$ cat src/rtl/uart_pkg.sv
// uart_pkg: frame constants, FSM state encoding and parity helper shared by the UART blocks.
package uart_pkg;
  localparam int DATA_BITS = 8;
  localparam bit PARITY_ODD = 1'b0;
  typedef enum logic [2:0] {IDLE, START, DATA, PARITY, STOP} state_t;
  function automatic logic parity_bit(input logic [DATA_BITS-1:0] d);
    return ^d ^ PARITY_ODD;
  endfunction
endpackage

$ cat src/rtl/uart_tx_fifo.sv
// uart_tx_fifo: power-of-two transmit buffer; a push while full is dropped even when a pop happens alongside.
module uart_tx_fifo #(
  parameter int DEPTH = 4,
  parameter int WIDTH = 8
) (
  input  logic                     clk,
  input  logic                     reset,
  input  logic                     push,
  input  logic                     pop,
  input  logic [WIDTH-1:0]         din,
  output logic [WIDTH-1:0]         dout,
  output logic                     full,
  output logic                     empty,
  output logic [$clog2(DEPTH):0]   count
);
  localparam int AW = $clog2(DEPTH);
  logic [WIDTH-1:0] mem [DEPTH];
  logic [AW-1:0] wr_ptr, rd_ptr;
  logic do_push, do_pop;
  assign full = count == (AW+1)'(DEPTH);
  assign empty = count == '0;
  assign do_push = push && !full;
  assign do_pop = pop && !empty;
  assign dout = mem[rd_ptr];
  always_ff @(posedge clk or posedge reset) begin
    if (reset) begin
      wr_ptr <= '0;
      rd_ptr <= '0;
      count <= '0;
    end else begin
      wr_ptr <= wr_ptr + AW'(do_push);
      rd_ptr <= rd_ptr + AW'(do_pop);
      count <= count + (AW+1)'(do_push) - (AW+1)'(do_pop);
    end
  end
  always_ff @(posedge clk) begin
    if (do_push) mem[wr_ptr] <= din;
  end
endmodule

$ cat src/rtl/uart_frame_tx.sv
// uart_frame_tx: buffered 8E1/8E2 UART transmitter with registered serial output.
module uart_frame_tx
  import uart_pkg::*;
#(
  parameter int CLKS_PER_BIT = 20,
  parameter int FIFO_DEPTH = 4,
  parameter int STOP_BITS = 2
) (
  input  logic       clk,
  input  logic       reset,
  input  logic [7:0] data,
  input  logic       send,
  output logic       full,
  output logic       busy,
  output logic       overflow,
  output logic       tx_o
);
  localparam int CW = CLKS_PER_BIT > 1 ? $clog2(CLKS_PER_BIT) : 1;
  localparam int AW = $clog2(FIFO_DEPTH);
  state_t state, state_next;
  logic [CW-1:0] cnt;
  logic [2:0] bit_idx;
  logic [DATA_BITS-1:0] shreg, shreg_next, fifo_dout;
  logic [AW:0] count;
  logic par, tick, pop, empty, tx_next;

  uart_tx_fifo #(.DEPTH(FIFO_DEPTH), .WIDTH(DATA_BITS)) u_fifo (
    .clk(clk),
    .reset(reset),
    .push(send),
    .pop(pop),
    .din(data),
    .dout(fifo_dout),
    .full(full),
    .empty(empty),
    .count(count)
  );

  assign tick = cnt == CW'(CLKS_PER_BIT - 1);
  // Pop and shift-register load coincide with every entry into START, from IDLE or straight from STOP.
  assign pop = state_next == START && state != START;
  assign shreg_next = pop ? fifo_dout : (state == DATA && tick) ? shreg >> 1 : shreg;

  always_ff @(posedge clk or posedge reset) begin
    if (reset) begin
      state <= IDLE;
      cnt <= '0;
      bit_idx <= '0;
      shreg <= '0;
      par <= 1'b0;
      tx_o <= 1'b1;
      overflow <= 1'b0;
    end else begin
      state <= state_next;
      cnt <= (state == IDLE || tick) ? '0 : cnt + 1'b1;
      bit_idx <= state_next != state ? '0 : bit_idx + 3'(tick);
      shreg <= shreg_next;
      if (pop) par <= parity_bit(fifo_dout);
      tx_o <= tx_next;
      overflow <= overflow | (send & full);
    end
  end

  always_comb begin
    state_next = state;
    case (state)
      IDLE:    state_next = empty ? IDLE : START;
      START:   state_next = tick ? DATA : START;
      DATA:    state_next = (tick && bit_idx == 3'd7) ? PARITY : DATA;
      PARITY:  state_next = tick ? STOP : PARITY;
      STOP:    state_next = (tick && bit_idx == 3'(STOP_BITS - 1)) ? (empty ? IDLE : START) : STOP;
      default: state_next = IDLE;
    endcase
  end

  // The line value is computed for the state being entered so tx_o can be a plain register.
  always_comb begin
    tx_next = state_next == START ? 1'b0 :
              state_next == DATA ? shreg_next[0] :
              state_next == PARITY ? par : 1'b1;
    busy = state != IDLE || count != '0;
  end
endmodule

$ cat config.mk
export PLATFORM = sky130hd
export DESIGN_NAME = uart_frame_tx
export DESIGN_NICKNAME = d
export VERILOG_FILES = /design/src/rtl/uart_pkg.sv /design/src/rtl/uart_tx_fifo.sv /design/src/rtl/uart_frame_tx.sv
export SDC_FILE = /design/constraint.sdc
export NUM_CORES = 1
export LEC_CHECK = 0
export BUFFER_PORTS_ARGS = -buffer_cell sky130_fd_sc_hd__buf_2
export CAP_MARGIN = 20
export CORE_MARGIN = 2
export CORE_UTILIZATION = 55
export DETAILED_ROUTE_END_ITERATION = 16
export PLACE_DENSITY_LB_ADDON = 0.25
export SYNTH_ARGS = -nofsm -noshare
export SYNTH_HDL_FRONTEND = slang
export SYNTH_SLANG_ARGS = --single-unit
$ cat constraint.sdc
create_clock -name clk -period 2.7 [get_ports clk]
set_input_delay 0.675 -clock clk [delete_from_list [all_inputs] [get_ports clk]]
set_output_delay 0.675 -clock clk [all_outputs]
set_load 0.01 [all_outputs]
==> results.md, run 1 <==
- Status: completed
- GPL Wtd Cong: 0.783
- Rel. slew slack: 49.2%
- Crit path kind: reg -> out
- Worst slew pin tran: 760 ps
- Leak Pwr: 1.23 nW
- Total power: 3.74 mW
- Syn Inst Count: 194
- Clock Skew: 6.89 ps
- Layout Cell Area excl Fill: 3070 um^2
- Initial antenna violation count: 0
- Count of final setup violators: 0
- Met1 WL: 1980 um
- Cts bufs inserted: 9
- Post-cts sizing count: 0
- Pwr/cell area: 1220 nW/um^2
- Row count: 25
- CTS hold repair buffers: 0
- Cell with the most instances after synthesis: edfxtp_1
- Die area: 5440 um^2
- Worst setup EP type: primary output
- H-Tree Depth: 3
- Yosys warnings: 0
- VDD IR max: 0.782 mV
- Crit path required time: 2030 ps
- Worst path arrival time: 1770 ps
- GRT Overall Usage: 21.5%
- WL met3: 163 um
- Clock root cell: clkbuf_8
- Clk_lat worst skew: 340 ps
- Port Buffer Count: 14
- Maximum number of pins on one net before global-route repair: 21
- IO Count: 15
- Total grt overflow: 0
- DP Wirelength: 3360 um
- DR top layer: met4
- Clock period minus worst slack: 2440 ps
- Top post-synthesis cells by count: edfxtp_1, dfrtp_1, nand2_1
- Max clock buf depth: 2
- Area growth from synthesis to layout: 14.8%
- Global-route wire length before repair: 8230 um
- Top cell type's share of synthesized area: 35.9%
- Post-synth EDFFs: 32
- Most used DFF post-synth: edfxtp_1
- DRT antenna net count: 0
- CTS tree: yes
- N_diodes: 0
- Post-DR vias/cell: 5.77
- Yosys reg bits: 61
- Worst-path clk slew: 70 ps
- WL per Instance: 17.2 um
- Placed cell area: 2820 um^2
- Number of global-route vias before repair: 1723
- Fillers: 345
- CORE AREA: 4690 um^2
- DR pass1 iterations: 4
- Post-layout nets: 236
- Max FO, Critical Path: 13
- DRC: 0
- WL met2: 2530 um
- Starting Density: 57.0%
- Post-CTS Setup Inserts: 0
- HP Class: in -> async
- Final Hold Vio Count: 0
- Final Cycle Share: 90.4%
- Yosys cell types: 42
- Syn Area/Cell: 13.8 um^2
- Routed Wire Length: 4770 um
- Seq/Total Area, Yosys: 63.1%
- Synth top area cells: edfxtp_1, dfrtp_1, mux4_2
- Worst Setup Start Kind: flip-flop
- Syn Nets: 211
- FMAX: 410 MHz
- Via count: 1605
- Sum Neg Setup Slack: 0 ps
- Synth area leader: edfxtp_1
- 1st-iter DRT viols: 173
- Die height: 73.7 um
- Reg2reg path depth: 10
- Die Wd: 73.7 um
- Sink Count: 61
- RSZ-0062 raised after global routing: false
- Final Max Slew Viols: 0
- # Max-Cap Violations: 0
- Mapped Area: 2670 um^2
- Layout cell share with drive strength beyond 1: 22.8%
- Post-synth ARST share: 47.5%
-- flip-flops by register name, summed over array words and instances, names as in the netlist --
signal,flops
state,3
overflow,1
tx_o,1
par,1
u_fifo.wr_ptr,2
cnt,5
shreg,8
bit_idx,3
u_fifo.count,3
u_fifo.mem,32
u_fifo.rd_ptr,2
-- through the flow --
stage,hold slack [ps],setup WS (ps),instances,utilization (%)
floorplan,444,282,194,-
global placement,439,437,262,60.1
detailed placement,463,318,262,60.1
CTS,468,238,278,65.4
global route,508,130,278,65.4
finish,466,259,278,65.4
-- metal layers --
layer	vias up	GRT usage [%]
met5	-	0
met4	0	10.5
met3	11	8.23
met2	33	34.7
met1	800	25.2
li1	761	-
-- worst max-delay path: stages, from the launching register on --
cell and delay (ps):
dfrtp_1 530, nor3_1 610, nand2_1 130, buf_2 170
-- power by group --
part	switching [mW]	internal (mW)	leakage, nW
Combinational	0.592	0.629	0.472
Clock	0.370	0.617	0.120
Sequential	0.244	1.29	0.641
-- cell families (layout without fill, tap and decap cells) --
group	count (synthesis)	after routing	synth area share [%]
muxes	9	9	7.11
adders and majority gates	6	6	3.09
AOI/OAI and AO/OA	28	28	7.39
and+or+nand+nor	62	62	11.6
xor gates and xnor gates	16	16	5.24
DFF	61	61	63.1
buffers and inverters	12	42	2.43
-- worst paths after layout --
| path | from | to | slack, ps |
|---|---|---|---|
| worst min register to register | cnt[0]$_DFF_PP0_ | cnt[0]$_DFF_PP0_ | 480 |
| worst max-delay path | state[2]$_DFF_PP0_ | busy | 260 |
| min in group clk | cnt[0]$_DFF_PP0_ | cnt[0]$_DFF_PP0_ | 480 |
| worst max register to register | cnt[0]$_DFF_PP0_ | u_fifo.count[2]$_DFF_PP0_ | 290 |
| max in group asynchronous | reset | cnt[4]$_DFF_PP0_ | 1600 |
| worst min-delay path | reset | shreg[7]$_DFFE_PP0P_ | 470 |
-- area by class of cell --
| class | instances | area [um^2] | share of cell area, % |
|---|---|---|---|
| Multi-Input combinational cell | 121 | 921 | 30.0 |
| Clock buffer | 9 | 124 | 4.04 |
| Tap cell | 54 | 67.6 | 2.20 |
| Inverter | 4 | 15.0 | 0.489 |
| Sequential cell | 61 | 1690 | 55.0 |
| Clock inverter | 7 | 124 | 4.04 |
| Timing Repair Buffer | 22 | 130 | 4.24 |
-- cell usage in the layout (no fill, tap or decap), types with 3 or more instances in the layout --
master     count
nor2_1        13
bufinv_16      3
ha_1           5
nor3b_1        5
clkbuf_8       9
xnor2_1       12
dfrtp_1       28
edfxtp_1      32
inv_1          4
and2_1         3
nand3_1        5
nand2_1       20
xor2_1         4
a31oi_1        4
buf_4          8
nor3_1         5
a21oi_1        5
mux4_2         8
a21o_1         4
nand2b_1       4
clkinv_4       3
buf_2         14
o21ai_0        3
Power figures use the tool's default switching activity.
==> inputs of run 2 (changes only) <==
- CELL_PAD_IN_SITES_DETAIL_PLACEMENT: unset -> 0
- CELL_PAD_IN_SITES_GLOBAL_PLACEMENT: unset -> 2
- CORE_UTILIZATION: 55 -> 43
- CTS_CLUSTER_DIAMETER: unset -> 200
==> results.md, run 2 (same netlist as run 1, synthesis figures left out) <==
- GRT Overall Usage: 15.1% (-6.4 points)
- Clk_lat worst skew: 320 ps (-20 ps)
- Cts bufs inserted: 9 (unchanged)
- Crit path kind: reg -> reg
- Max FFs per register: 32 (unchanged)
- Max clock buf depth: 2 (unchanged)
- Critical path's slowest cell: dfrtp_1
- Global-route wire length before repair: 8200 um (-0.41%)
- Post-DR vias/cell: 5.28 (-8.5%)
- Post-layout nets: 236 (unchanged)
- GPL Wtd Cong: 0.775 (-1.0%)
- Rel. slew slack: 61.9% (+13 points)
- Pwr/cell area: 1150 nW/um^2 (-5.6%)
- Die height: 82.9 um (+12%)
- DR pass1 iterations: 4 (unchanged)
- Commonest non-fill, non-tap cells in the layout: edfxtp_1, dfrtp_1, nand2_1
- Layout cell share with drive strength beyond 1: 21.4% (-1.3 points)
- Port Buffer Count: 14 (unchanged)
- Internal power: 2.34 mW (-7.5%)
- Total power: 3.49 mW (-6.6%)
- DRC: 0 (unchanged)
- N_diodes: 0 (unchanged)
- IO Count: 15 (unchanged)
- CORE AREA: 5960 um^2 (+27%)
- Worst-path clk slew: 70 ps (about the same)
- Worst Setup Start Kind: flip-flop
- Maximum number of pins on one net before global-route repair: 30 (+43%)
- FMAX: 406 MHz (-0.89%)
- Total grt overflow: 0 (unchanged)
- Top Registers: u_fifo.mem: 32 flops, shreg: 8 flops, cnt: 5 flops
- WL per Instance: 15.2 um (-11%)
- Met2 usage: 25.5% (-9.2 points)
- Starting Density: 44.9% (-12 points)
- Row count: 28 (+12%)
- Clock Skew: 6.37 ps (-0.515 ps)
- CTS hold repair buffers: 0 (unchanged)
- Clock root cell: clkbuf_8
- Routed Wire Length: 4550 um (-4.7%)
- Die Wd: 82.9 um (+12%)
- Area growth from synthesis to layout: 13.6%
- Via count: 1580 (-1.6%)
- Final Max Slew Viols: 0 (unchanged)
- Register with the most flip-flops: u_fifo.mem
- P_sw: 1.15 mW (-4.8%)
- Crit path required time: 2950 ps (+920 ps)
- Fillers: 528 (+53%)
- Leak Pwr: 1.21 nW (-2.2%)
- Worst path cell trace: ha_1, and4bb_2, nand3_1, a21bo_4, nand2_1, nand2_1, ha_1, fa_1, xnor2_1, xnor2_1
- 1st-iter DRT viols: 86 (-50%)
- Sum Neg Setup Slack: 0 ps (unchanged)
- H-Tree Depth: 3 (unchanged)
- DP Wirelength: 3280 um (-2.2%)
- DRT antenna net count: 0 (unchanged)
- Sequential share of power: 43.1% (+2.1 points)
- HP Class: in -> async
- # Max-Cap Violations: 0 (unchanged)
- WHS: 406 ps (-60.1 ps)
- Clk pwr share: 21.5% (-4.9 points)
- Final Cycle Share: 91.2% (+0.81 points)
- RSZ-0062 raised after global routing: false
- Sink Count: 61 (unchanged)
- Count of final setup violators: 0 (unchanged)
- Combinational Power Share: 35.4% (+2.7 points)
- CP max stage delay: 380 ps (-230 ps)
- Max FO, Critical Path: 13 (unchanged)
- Worst setup EP type: flip-flop
- VDD IR max: 0.492 mV (-37%)
- Worst path arrival time: 2710 ps (+940 ps)
- Worst slew pin tran: 571 ps (-189 ps)
- Final Hold Vio Count: 0 (unchanged)
- Initial antenna violation count: 0 (unchanged)
- Number of global-route vias before repair: 1789 (+3.8%)
- Sw Ratio: 32.9% (+0.65 points)
- Clock period minus worst slack: 2460 ps (+21.9 ps)
- Met1 Track Usage GR: 18.1% (-7.2 points)
- Commonest non-fill, non-tap cell in the layout: edfxtp_1
- M3 GR Usage: 3.48% (-4.8 points)
- Most used routing layer: met2
- CTS tree: yes
- Die area: 6860 um^2 (+26%)
- Status: completed
-- run 2: cell count changes in the layout (fill, tap and decap cells not counted) --
cell	before	now
a21bo_2	1	0
bufinv_16	3	1
a21bo_4	0	1
clkinv_2	0	2
clkinv_4	3	0
clkbuf_1	0	2
clkinv_1	0	1
-- run 2: layout make-up --
cell class                      instances  area, um^2  area share [%]
Sequential cell                        61        1690            55.6
Multi-Input combinational cell        121         927            30.5
Clock buffer                           11         131            4.33
Timing Repair Buffer                   22         130            4.29
Tap cell                               75        93.8            3.09
Clock inverter                          5        51.3            1.69
Inverter                                4        15.0           0.494
-- run 2: per-layer routing --
metal | part of all wire (%) | up-vias
li1 | - | 762
met1 | 43 | 791
met2 | 53 | 20
met3 | 2.5 | 7
met4 | 1.7 | 0
met5 | 0 | -
-- run 2: metrics by stage --
step	utilization (%)	setup WS (ps)	cell area, um^2	cells
4_1_cts	50.9	196	3030	299
5_1_grt	51.0	52.4	3040	299
3_5_place_dp	47.8	208	2850	283
2_1_floorplan	-	282	2670	194
6_report	51.0	237	3040	299
3_3_place_gp	47.8	292	2850	283
-- run 2: timing repair --
item,in CTS,in global routing
setup endpoints to repair,0,1
resized for setup,0,1
buffers inserted,0,0
-- run 2: power groups by stage --
stage	combinational, mW	sequential [mW]	clock, mW
2_1_floorplan	1.04	1.43	0
3_3_place_gp	1.20	1.51	0
3_5_place_dp	1.25	1.53	0
4_1_cts	1.25	1.51	0.769
5_1_grt	1.37	1.55	0.822
6_report	1.24	1.51	0.750
-- run 2: path summary, 6_finish.rpt --
kind	from	end	slack (ps)	depth (start not counted)
setup / recovery	cnt[0]$_DFF_PP0_	u_fifo.count[2]$_DFF_PP0_	240	10
max in group asynchronous	reset	tx_o$_DFF_PP1_	1980	3
setup reg to reg	cnt[0]$_DFF_PP0_	u_fifo.count[2]$_DFF_PP0_	240	10
hold / removal	reset	cnt[4]$_DFF_PP0_	410	3
min in group clk	overflow$_DFF_PP0_	overflow$_DFF_PP0_	470	1
hold reg to reg	overflow$_DFF_PP0_	overflow$_DFF_PP0_	470	1
-- run 2: critical path: cells and delay by family, from the launching register on --
family / cells / cell delay (ps)
adder cells (fa/ha/maj): 3 / 820
XOR/XNOR: 2 / 310
AND/OR/NAND/NOR: 4 / 560
flip-flops: 1 / 380
AO/OA/AOI/OAI: 1 / 320
